===== src/rtl/uart_pkg.sv =====
// Shared types and helpers for the parametrised UART transmitter.
package uart_pkg;

   typedef enum logic [2:0] {
      ST_IDLE   = 3'd0,
      ST_START  = 3'd1,
      ST_DATA   = 3'd2,
      ST_PARITY = 3'd3,
      ST_STOP   = 3'd4
   } tx_state_e;

   localparam int unsigned PAR_NONE = 0;
   localparam int unsigned PAR_ODD  = 1;
   localparam int unsigned PAR_EVEN = 2;

   function automatic int unsigned clks_per_bit(input int unsigned f_clk, input int unsigned baud);
      return f_clk / baud;
   endfunction

endpackage


===== src/rtl/uart_tx_fifo.sv =====
// Synchronous FIFO with registered full/empty/ready flags and a look-ahead count.
module uart_tx_fifo #(
   parameter int unsigned WIDTH = 8,
   parameter int unsigned DEPTH = 4
)(
   input  logic                       CLK,
   input  logic                       RST,
   input  logic                       push,
   input  logic [WIDTH-1:0]           wdata,
   input  logic                       pop,
   output logic [WIDTH-1:0]           rdata_c,
   output logic                       full,
   output logic                       empty,
   output logic                       ready,
   output logic [$clog2(DEPTH):0]     count_nxt_c
);

   localparam int unsigned PTR_W = $clog2(DEPTH);
   localparam int unsigned CNT_W = PTR_W + 1;

   logic [WIDTH-1:0] mem [DEPTH];
   logic [PTR_W-1:0] wr_ptr_q;
   logic [PTR_W-1:0] rd_ptr_q;
   logic [CNT_W-1:0] count_q;
   logic             wr;
   logic             rd;

   assign wr      = push && !full;
   assign rd      = pop && !empty;
   assign rdata_c = mem[rd_ptr_q];

   // occupancy after this edge; simultaneous push and pop cancel
   always_comb begin
      count_nxt_c = count_q;
      case ({wr, rd})
         2'b10:   count_nxt_c = count_q + CNT_W'(1);
         2'b01:   count_nxt_c = count_q - CNT_W'(1);
         default: ;
      endcase
   end

   always_ff @(posedge CLK) begin
      if (wr) begin
         mem[wr_ptr_q] <= wdata;
      end
   end

   always_ff @(posedge CLK) begin
      if (RST) begin
         wr_ptr_q <= '0;
         rd_ptr_q <= '0;
         count_q  <= '0;
         full     <= 1'b0;
         empty    <= 1'b1;
         ready    <= 1'b0;
      end else begin
         if (wr) wr_ptr_q <= wr_ptr_q + PTR_W'(1);
         if (rd) rd_ptr_q <= rd_ptr_q + PTR_W'(1);
         count_q <= count_nxt_c;
         full    <= (count_nxt_c == CNT_W'(DEPTH));
         empty   <= (count_nxt_c == '0);
         ready   <= (count_nxt_c != CNT_W'(DEPTH));
      end
   end

endmodule


===== src/rtl/uart_tx_param.sv =====
// Parametrised UART transmitter with input FIFO and zero-gap back-to-back frames.
// Optional parity is compiled in only when UART_TX_PARITY_EN is defined.
module uart_tx_param
   import uart_pkg::*;
#(
   parameter int unsigned F_CLK        = 12_000_000,
   parameter int unsigned UART_BAUD    = 9600,
   parameter int unsigned CLKS_PER_BIT = clks_per_bit(F_CLK, UART_BAUD),
   parameter int unsigned DATA_BITS    = 8,
   parameter int unsigned STOP_BITS    = 2,
   parameter int unsigned PARITY       = 0,
   parameter int unsigned FIFO_DEPTH   = 4
)(
   input  logic                 CLK,
   input  logic                 RST,
   input  logic                 TX_VALID,
   input  logic [DATA_BITS-1:0] TX_WORD,
   output logic                 TX_READY,
   output logic                 TX_DATA,
   output logic                 BUSY,
   output logic                 DONE
);

   localparam int unsigned CNT_W  = $clog2(CLKS_PER_BIT);
   localparam int unsigned IDX_W  = 4;
   localparam int unsigned FCNT_W = $clog2(FIFO_DEPTH) + 1;

   localparam logic [2:0] S_IDLE   = ST_IDLE;
   localparam logic [2:0] S_START  = ST_START;
   localparam logic [2:0] S_DATA   = ST_DATA;
   localparam logic [2:0] S_STOP   = ST_STOP;
`ifdef UART_TX_PARITY_EN
   localparam logic [2:0] S_PARITY = ST_PARITY;
   localparam bit         PAR_ON   = (PARITY != PAR_NONE);
`endif

   if (CLKS_PER_BIT < 2 || DATA_BITS < 5 || DATA_BITS > 9 ||
       (STOP_BITS != 1 && STOP_BITS != 2) || PARITY > 2 ||
       FIFO_DEPTH < 2 || (FIFO_DEPTH & (FIFO_DEPTH - 1)) != 0) begin : g_bad_cfg
      $error("uart_tx_param: illegal parameter combination");
   end

   logic [2:0]           state_q, state_d;
   logic [CNT_W-1:0]     cnt_q, cnt_d;
   logic [IDX_W-1:0]     idx_q, idx_d;
   logic [DATA_BITS-1:0] sh_q, sh_d;
   logic                 tx_q, tx_d;
   logic                 busy_q, busy_d;
   logic                 done_q, done_d;
`ifdef UART_TX_PARITY_EN
   logic                 par_q, par_d;
`endif

   logic                 bit_end;
   logic                 load;
   logic                 pop;
   logic                 push;
   logic                 fifo_full;
   logic                 fifo_empty;
   logic                 fifo_ready;
   logic [DATA_BITS-1:0] fifo_rdata;
   logic [FCNT_W-1:0]    fifo_count_nxt;

   assign push    = TX_VALID && fifo_ready && !fifo_full;
   assign bit_end = (cnt_q == CNT_W'(CLKS_PER_BIT - 1));

   uart_tx_fifo #(
      .WIDTH (DATA_BITS),
      .DEPTH (FIFO_DEPTH)
   ) u_fifo (
      .CLK         (CLK),
      .RST         (RST),
      .push        (push),
      .wdata       (TX_WORD),
      .pop         (pop),
      .rdata_c     (fifo_rdata),
      .full        (fifo_full),
      .empty       (fifo_empty),
      .ready       (fifo_ready),
      .count_nxt_c (fifo_count_nxt)
   );

   // next-state, shifter and line-level logic
   always_comb begin
      state_d = state_q;
      cnt_d   = bit_end ? '0 : cnt_q + CNT_W'(1);
      idx_d   = idx_q;
      sh_d    = sh_q;
      tx_d    = tx_q;
      done_d  = 1'b0;
      load    = 1'b0;
      pop     = 1'b0;
`ifdef UART_TX_PARITY_EN
      par_d   = par_q;
`endif

      case (state_q)
         S_IDLE: begin
            tx_d  = 1'b1;
            cnt_d = '0;
            load  = !fifo_empty;
         end
         S_START: begin
            if (bit_end) begin
               state_d = S_DATA;
               idx_d   = '0;
               tx_d    = sh_q[0];
            end
         end
         S_DATA: begin
            if (bit_end) begin
               if (idx_q == IDX_W'(DATA_BITS - 1)) begin
                  idx_d = '0;
`ifdef UART_TX_PARITY_EN
                  if (PAR_ON) begin
                     state_d = S_PARITY;
                     tx_d    = par_q;
                  end else begin
                     state_d = S_STOP;
                     tx_d    = 1'b1;
                  end
`else
                  state_d = S_STOP;
                  tx_d    = 1'b1;
`endif
               end else begin
                  idx_d = idx_q + IDX_W'(1);
                  sh_d  = sh_q >> 1;
                  tx_d  = sh_q[1];
               end
            end
         end
`ifdef UART_TX_PARITY_EN
         S_PARITY: begin
            if (bit_end) begin
               state_d = S_STOP;
               idx_d   = '0;
               tx_d    = 1'b1;
            end
         end
`endif
         S_STOP: begin
            tx_d = 1'b1;
            if (bit_end) begin
               if (idx_q == IDX_W'(STOP_BITS - 1)) begin
                  done_d  = 1'b1;
                  state_d = S_IDLE;
                  idx_d   = '0;
                  load    = !fifo_empty;
               end else begin
                  idx_d = idx_q + IDX_W'(1);
               end
            end
         end
         default: begin
            state_d = S_IDLE;
            cnt_d   = '0;
            idx_d   = '0;
            tx_d    = 1'b1;
         end
      endcase

      // a waiting word starts its start bit on this edge (also from STOP: zero gap)
      if (load) begin
         pop     = 1'b1;
         state_d = S_START;
         sh_d    = fifo_rdata;
         tx_d    = 1'b0;
         cnt_d   = '0;
         idx_d   = '0;
`ifdef UART_TX_PARITY_EN
         par_d   = (PARITY == PAR_ODD) ? ~^fifo_rdata : ^fifo_rdata;
`endif
      end

      busy_d = (state_d != S_IDLE) || (fifo_count_nxt != '0);
   end

   always_ff @(posedge CLK) begin
      if (RST) begin
         state_q <= S_IDLE;
         cnt_q   <= '0;
         idx_q   <= '0;
         sh_q    <= '0;
         tx_q    <= 1'b1;
         busy_q  <= 1'b0;
         done_q  <= 1'b0;
`ifdef UART_TX_PARITY_EN
         par_q   <= 1'b0;
`endif
      end else begin
         state_q <= state_d;
         cnt_q   <= cnt_d;
         idx_q   <= idx_d;
         sh_q    <= sh_d;
         tx_q    <= tx_d;
         busy_q  <= busy_d;
         done_q  <= done_d;
`ifdef UART_TX_PARITY_EN
         par_q   <= par_d;
`endif
      end
   end

   assign TX_READY = fifo_ready;
   assign TX_DATA  = tx_q;
   assign BUSY     = busy_q;
   assign DONE     = done_q;

endmodule


===== config.mk =====
export PLATFORM = sky130hd
export DESIGN_NAME = uart_tx_param
export DESIGN_NICKNAME = d
export VERILOG_FILES = /design/src/rtl/uart_pkg.sv /design/src/rtl/uart_tx_fifo.sv /design/src/rtl/uart_tx_param.sv
export SDC_FILE = /design/constraint.sdc
export NUM_CORES = 1
export LEC_CHECK = 0
export ABC_AREA = 0
export CAP_MARGIN = 20
export CORE_UTILIZATION = 55
export CTS_CLUSTER_DIAMETER = 80
export DETAILED_ROUTE_END_ITERATION = 6
export PLACE_DENSITY = 0.74
export SLEW_MARGIN = 5
export SYNTH_ARGS = -nofsm -noshare
export SYNTH_HDL_FRONTEND = slang
export SYNTH_SLANG_ARGS = --single-unit

===== constraint.sdc =====
create_clock -name CLK -period 4.3 [get_ports CLK]
set_clock_uncertainty 0.1 [all_clocks]
set_input_delay 0.86 -clock CLK [delete_from_list [all_inputs] [get_ports CLK]]
set_output_delay 0.86 -clock CLK [all_outputs]
set_load 0.005 [all_outputs]

==> run summary <==
The maximum buffer depth of the clock tree was 2. The tools report the DRC marker count from the first detailed-route iteration as 155. Summing all multi-input logic gate instances after layout gives 1260 um2. Of the post-synthesis cell area, the part taken by muxes is 8.91%.

The tree is rooted in a clkbuf_8. The final HPWL from detailed placement was 3.61 mm. The delay contributed by the slowest stage of the critical path works out to 490 ps. For this design the static power due to leakage is 0.00120 uW. The total of flip-flops plus latches after synthesis works out to 73. The worst register-to-register path ends at BUSY$_SDFF_PP0_. Measured in cells, the most critical reg-to-reg path has a length of 14. The wire length per cell is 15.1 um. For the worst-skew pair, the clock arrives at the later sink with an insertion delay of 350 ps. The floorplan step set the die width to 77.6 um. For the aggregate routed wire length, the log shows 5.34 mm.

The synthesized design spends more area on one cell type than any other, namely edfxtp_1. The synthesized design contains 32 enable-type register cells. Setup violations remaining at the end of the flow were counted as 0. The path class of the tightest hold or removal check is reg2reg. Detailed routing inserted a total of 1987 vias. The footprint of the flip-flops and latches was 1780 um2. The core footprint came out at 5510 um2.

Dividing the synthesized area by the synthesized cell count gives 12.0 um2. From synthesis to final layout, the design area changed by 12.7%. Walking the worst path, the cells encountered are inv_1 > ha_1 > or3b_1 > nor4_1 > buf_4 > o21ai_2 > inv_1 > ha_1 > fa_1 > xnor2_1 > nor2_1 > xnor2_1 > a21oi_1 > or3_1. Data on the critical path is required at its endpoint by 4440 ps.

The path length in cells of the critical path works out to 14. STA classifies the critical path startpoint as a register. Kind of cell adding the most delay to the critical path: adder cells. Using the TritonRoute via totals, the vias-per-cell ratio works out to 5.60. The share of cells above drive strength 1 was 11.0%; the initial antenna violation count was 0.

The die height works out to 77.6 um. The detailed-route DRC error count is 0. Tracing the worst setup path back leads to its startpoint at idx_q[1]$_SDFFE_PP0P_.

Setup repair after global routing left no endpoint under its margin. In this run the tightest slew margin relative to its limit is 44.1%. For the highest attainable clock frequency, the log shows 282 MHz. The post-route clock period utilization was 82.4%. By count the netlist is led by dfxtp_1 (41), edfxtp_1 (32), nor2_1 (27).

The worst setup path is captured at a register. After Yosys synthesis, full adders, half adders and majority gates account for 4.53% of the synthesized area. The setup slack of the worst register-to-register path was 760 ps; the fill cell total of the finished layout was 428. Max-cap violations in this run came to 0. In this run the tool buffered the top-level ports with 14 buffer cells. The run finished with clean final reports. Across every metal layer, demand over resource in global routing totals 19.7%. The number of nets handed over by synthesis was 284.

The tools report the number of slew-limit violations in the final report as 0. Highest-delay cell along the critical path: o21ai_2. The number of nets with antenna violations after routing is 0. The run gives 73 as the clock net sink count. The count of synthesis-stage warnings from yosys is 0, and the clock period minus final worst setup slack is 3540 ps. The first-pass GRT wire length was 8.86 mm. The congestion estimate from routability-driven global placement came to 0.789.

After Yosys synthesis, and, or, nand and nor cells account for 14.4% of the synthesized area. The number of levels the H-tree was split into came out at 3. For the post-route worst hold slack, the log shows 387 ps. Among all flip-flop cells after synthesis, the most frequent one is dfxtp_1. After clock tree synthesis, the setup repair step added 0 buffers. The fraction of registers with async set/reset was 0%.

15 I/O pins were placed. At the placement stage, the worst setup path has a slack of 721 ps. The total inserted antenna cells came out at 0. After synthesis, the largest family of logic cells by area is simple AND/OR/NAND/NOR gates.

By area the synthesized netlist is led by edfxtp_1 (31%), dfxtp_1 (26%), mux4_2 (5.7%). In this run the power density over the cells is 532 nW/um2. The logs give 0 for the number of hold buffers added after CTS and 51 for the count of distinct cell types in the synthesized netlist. The transition time at the pin with the least slew margin works out to 838 ps. The number of instances in the synthesized netlist was 263. TritonCTS built the clock tree.

The most critical setup path has its endpoint at BUSY$_SDFF_PP0_. The launch point of the worst reg-to-reg path is idx_q[1]$_SDFFE_PP0P_. Entering global routing, the biggest net connects 19 pins. The number of buffers created by CTS was 9; the initial core utilization was 57.1%. The synthesized netlist devotes 8.35% of its cell area to compound gates.

The clock slew seen by the registers of the worst setup and hold paths was 80 ps; the cell area after synthesis was 3150 um2. The part of the Yosys area used for sequential elements was 56.6%. The most common cell in the synthesized netlist was dfxtp_1. The count of nets after finishing came out at 299. Post-cts gate resize count: 0.

Along the worst path, the maximum fanout reaches 18. The count of TritonRoute iterations in the first routing pass is 4. Adding up every negative setup slack in the final design gives 0 ps. Data on the critical path arrives at its endpoint at 3680 ps. Xor and xnor area share after synthesis: 3.90%. The floorplan row count was 27. The sum of overflow across all layers after global routing came out at 0. In this run the most critical hold path is launched from cnt_q[0]$_SDFF_PP0_.

The count of endpoints failing hold in the final timing report was 0; the count of buffer and inverter cells on the critical path was 3. The number of global-route vias before repair was 1903. Of the post-synthesis cell area, the dominant cell type holds 30.5%. Setup slack on the critical path of the routed design comes to 758 ps. The worst-case IR drop observed on VDD is 0.335 mV. The die footprint came out at 6030 um2.

By startpoint and endpoint, the worst setup path is classified as reg2reg.
[cell usage in the layout, fill, tap and decap left out, types with 2 or more instances in the layout]
cell             count
dfxtp_1             41
edfxtp_1            32
nor2_1              27
a21oi_1             16
clkdlybuf4s50_1     14
o21ai_0             12
inv_1               10
nand2_1             10
mux2i_1             10
xnor2_1              9
ha_1                 9
clkbuf_8             9
nor3_1               8
mux4_2               8
and2_1               7
nand3_1              6
xor2_1               5
nand2b_1             4
and3_1               3
clkinv_4             3
nand4bb_1            2
or2b_2               2
a31oi_1              2
nand3b_1             2
o2111ai_1            2
nor2b_1              2
or4_1                2
bufinv_16            2
[worst min-delay path by stage]
| stage | slack (ps) | endpoint | depth (start not counted) |
|---|---|---|---|
| 2_1_floorplan | 340 | cnt_q[0]$_SDFF_PP0_ | 1 |
| 3_3_place_gp | 360 | cnt_q[0]$_SDFF_PP0_ | 1 |
| 3_5_place_dp | 370 | cnt_q[0]$_SDFF_PP0_ | 1 |
| 4_1_cts | 390 | cnt_q[0]$_SDFF_PP0_ | 1 |
| 5_1_grt | 430 | cnt_q[0]$_SDFF_PP0_ | 1 |
| 6_report | 390 | cnt_q[0]$_SDFF_PP0_ | 1 |
[stage by stage]
stage / util [%] / power, uW / cells / instance area, um2
2_1_floorplan: - / 1200 / 263 / 3150
6_report: 64.4 / 1880 / 355 / 3540
5_1_grt: 64.4 / 1980 / 355 / 3540
3_3_place_gp: 60.3 / 1290 / 339 / 3320
4_1_cts: 64.4 / 1900 / 355 / 3540
3_5_place_dp: 60.3 / 1300 / 339 / 3320
[layout make-up]
type | count | area share, %
clock inverter | 7 | 2.89
tap | 72 | 2.54
timing repair buffer | 15 | 4.17
multi-input combinational | 169 | 35.6
sequential | 73 | 50.3
inverter | 10 | 1.06
clock buffer | 9 | 3.49
[power by group]
part / internal, uW / switching (uW) / leakage, uW
combinational: 191 / 181 / 0.000461
sequential: 827 / 83.5 / 0.000625
clock: 331 / 270 / 0.000110
[worst reg2reg max path: cells and delay by family (launching register included)]
kind | cells | cell delay (ps)
adder cells (fa/ha/maj) | 3 | 810
AND/OR/NAND/NOR | 4 | 710
buffers and inverters | 3 | 420
AO/OA/AOI/OAI | 2 | 620
XOR/XNOR | 2 | 400
flip-flops | 1 | 390
[logic make-up (layout without fill, tap and decap cells)]
group | after synthesis | in the layout
flops | 73 | 73
fa+ha+maj | 11 | 11
buf+inv | 21 | 41
xor+xnor | 14 | 14
compound gates | 43 | 43
simple gates | 83 | 83
mux | 18 | 18
[flip-flops by register name, indices dropped and copies added, names as in the netlist, named ones only]
register         cells
u_fifo.count_q       3
u_fifo.ready         1
u_fifo.rd_ptr_q      2
sh_q                 8
BUSY                 1
TX_DATA              1
idx_q                4
DONE                 1
u_fifo.empty         1
cnt_q               11
state_q              3
u_fifo.mem          32
u_fifo.full          1
u_fifo.wr_ptr_q      2
[layer usage]
layer	vias to the layer above	track usage, %	wire, um
li1	986	-	-
met1	952	24.8	2490
met2	38	31.4	2570
met3	11	4.12	175
met4	0	11.5	113
met5	-	0	0
Note: power is estimated with default switching activity, not from simulation.
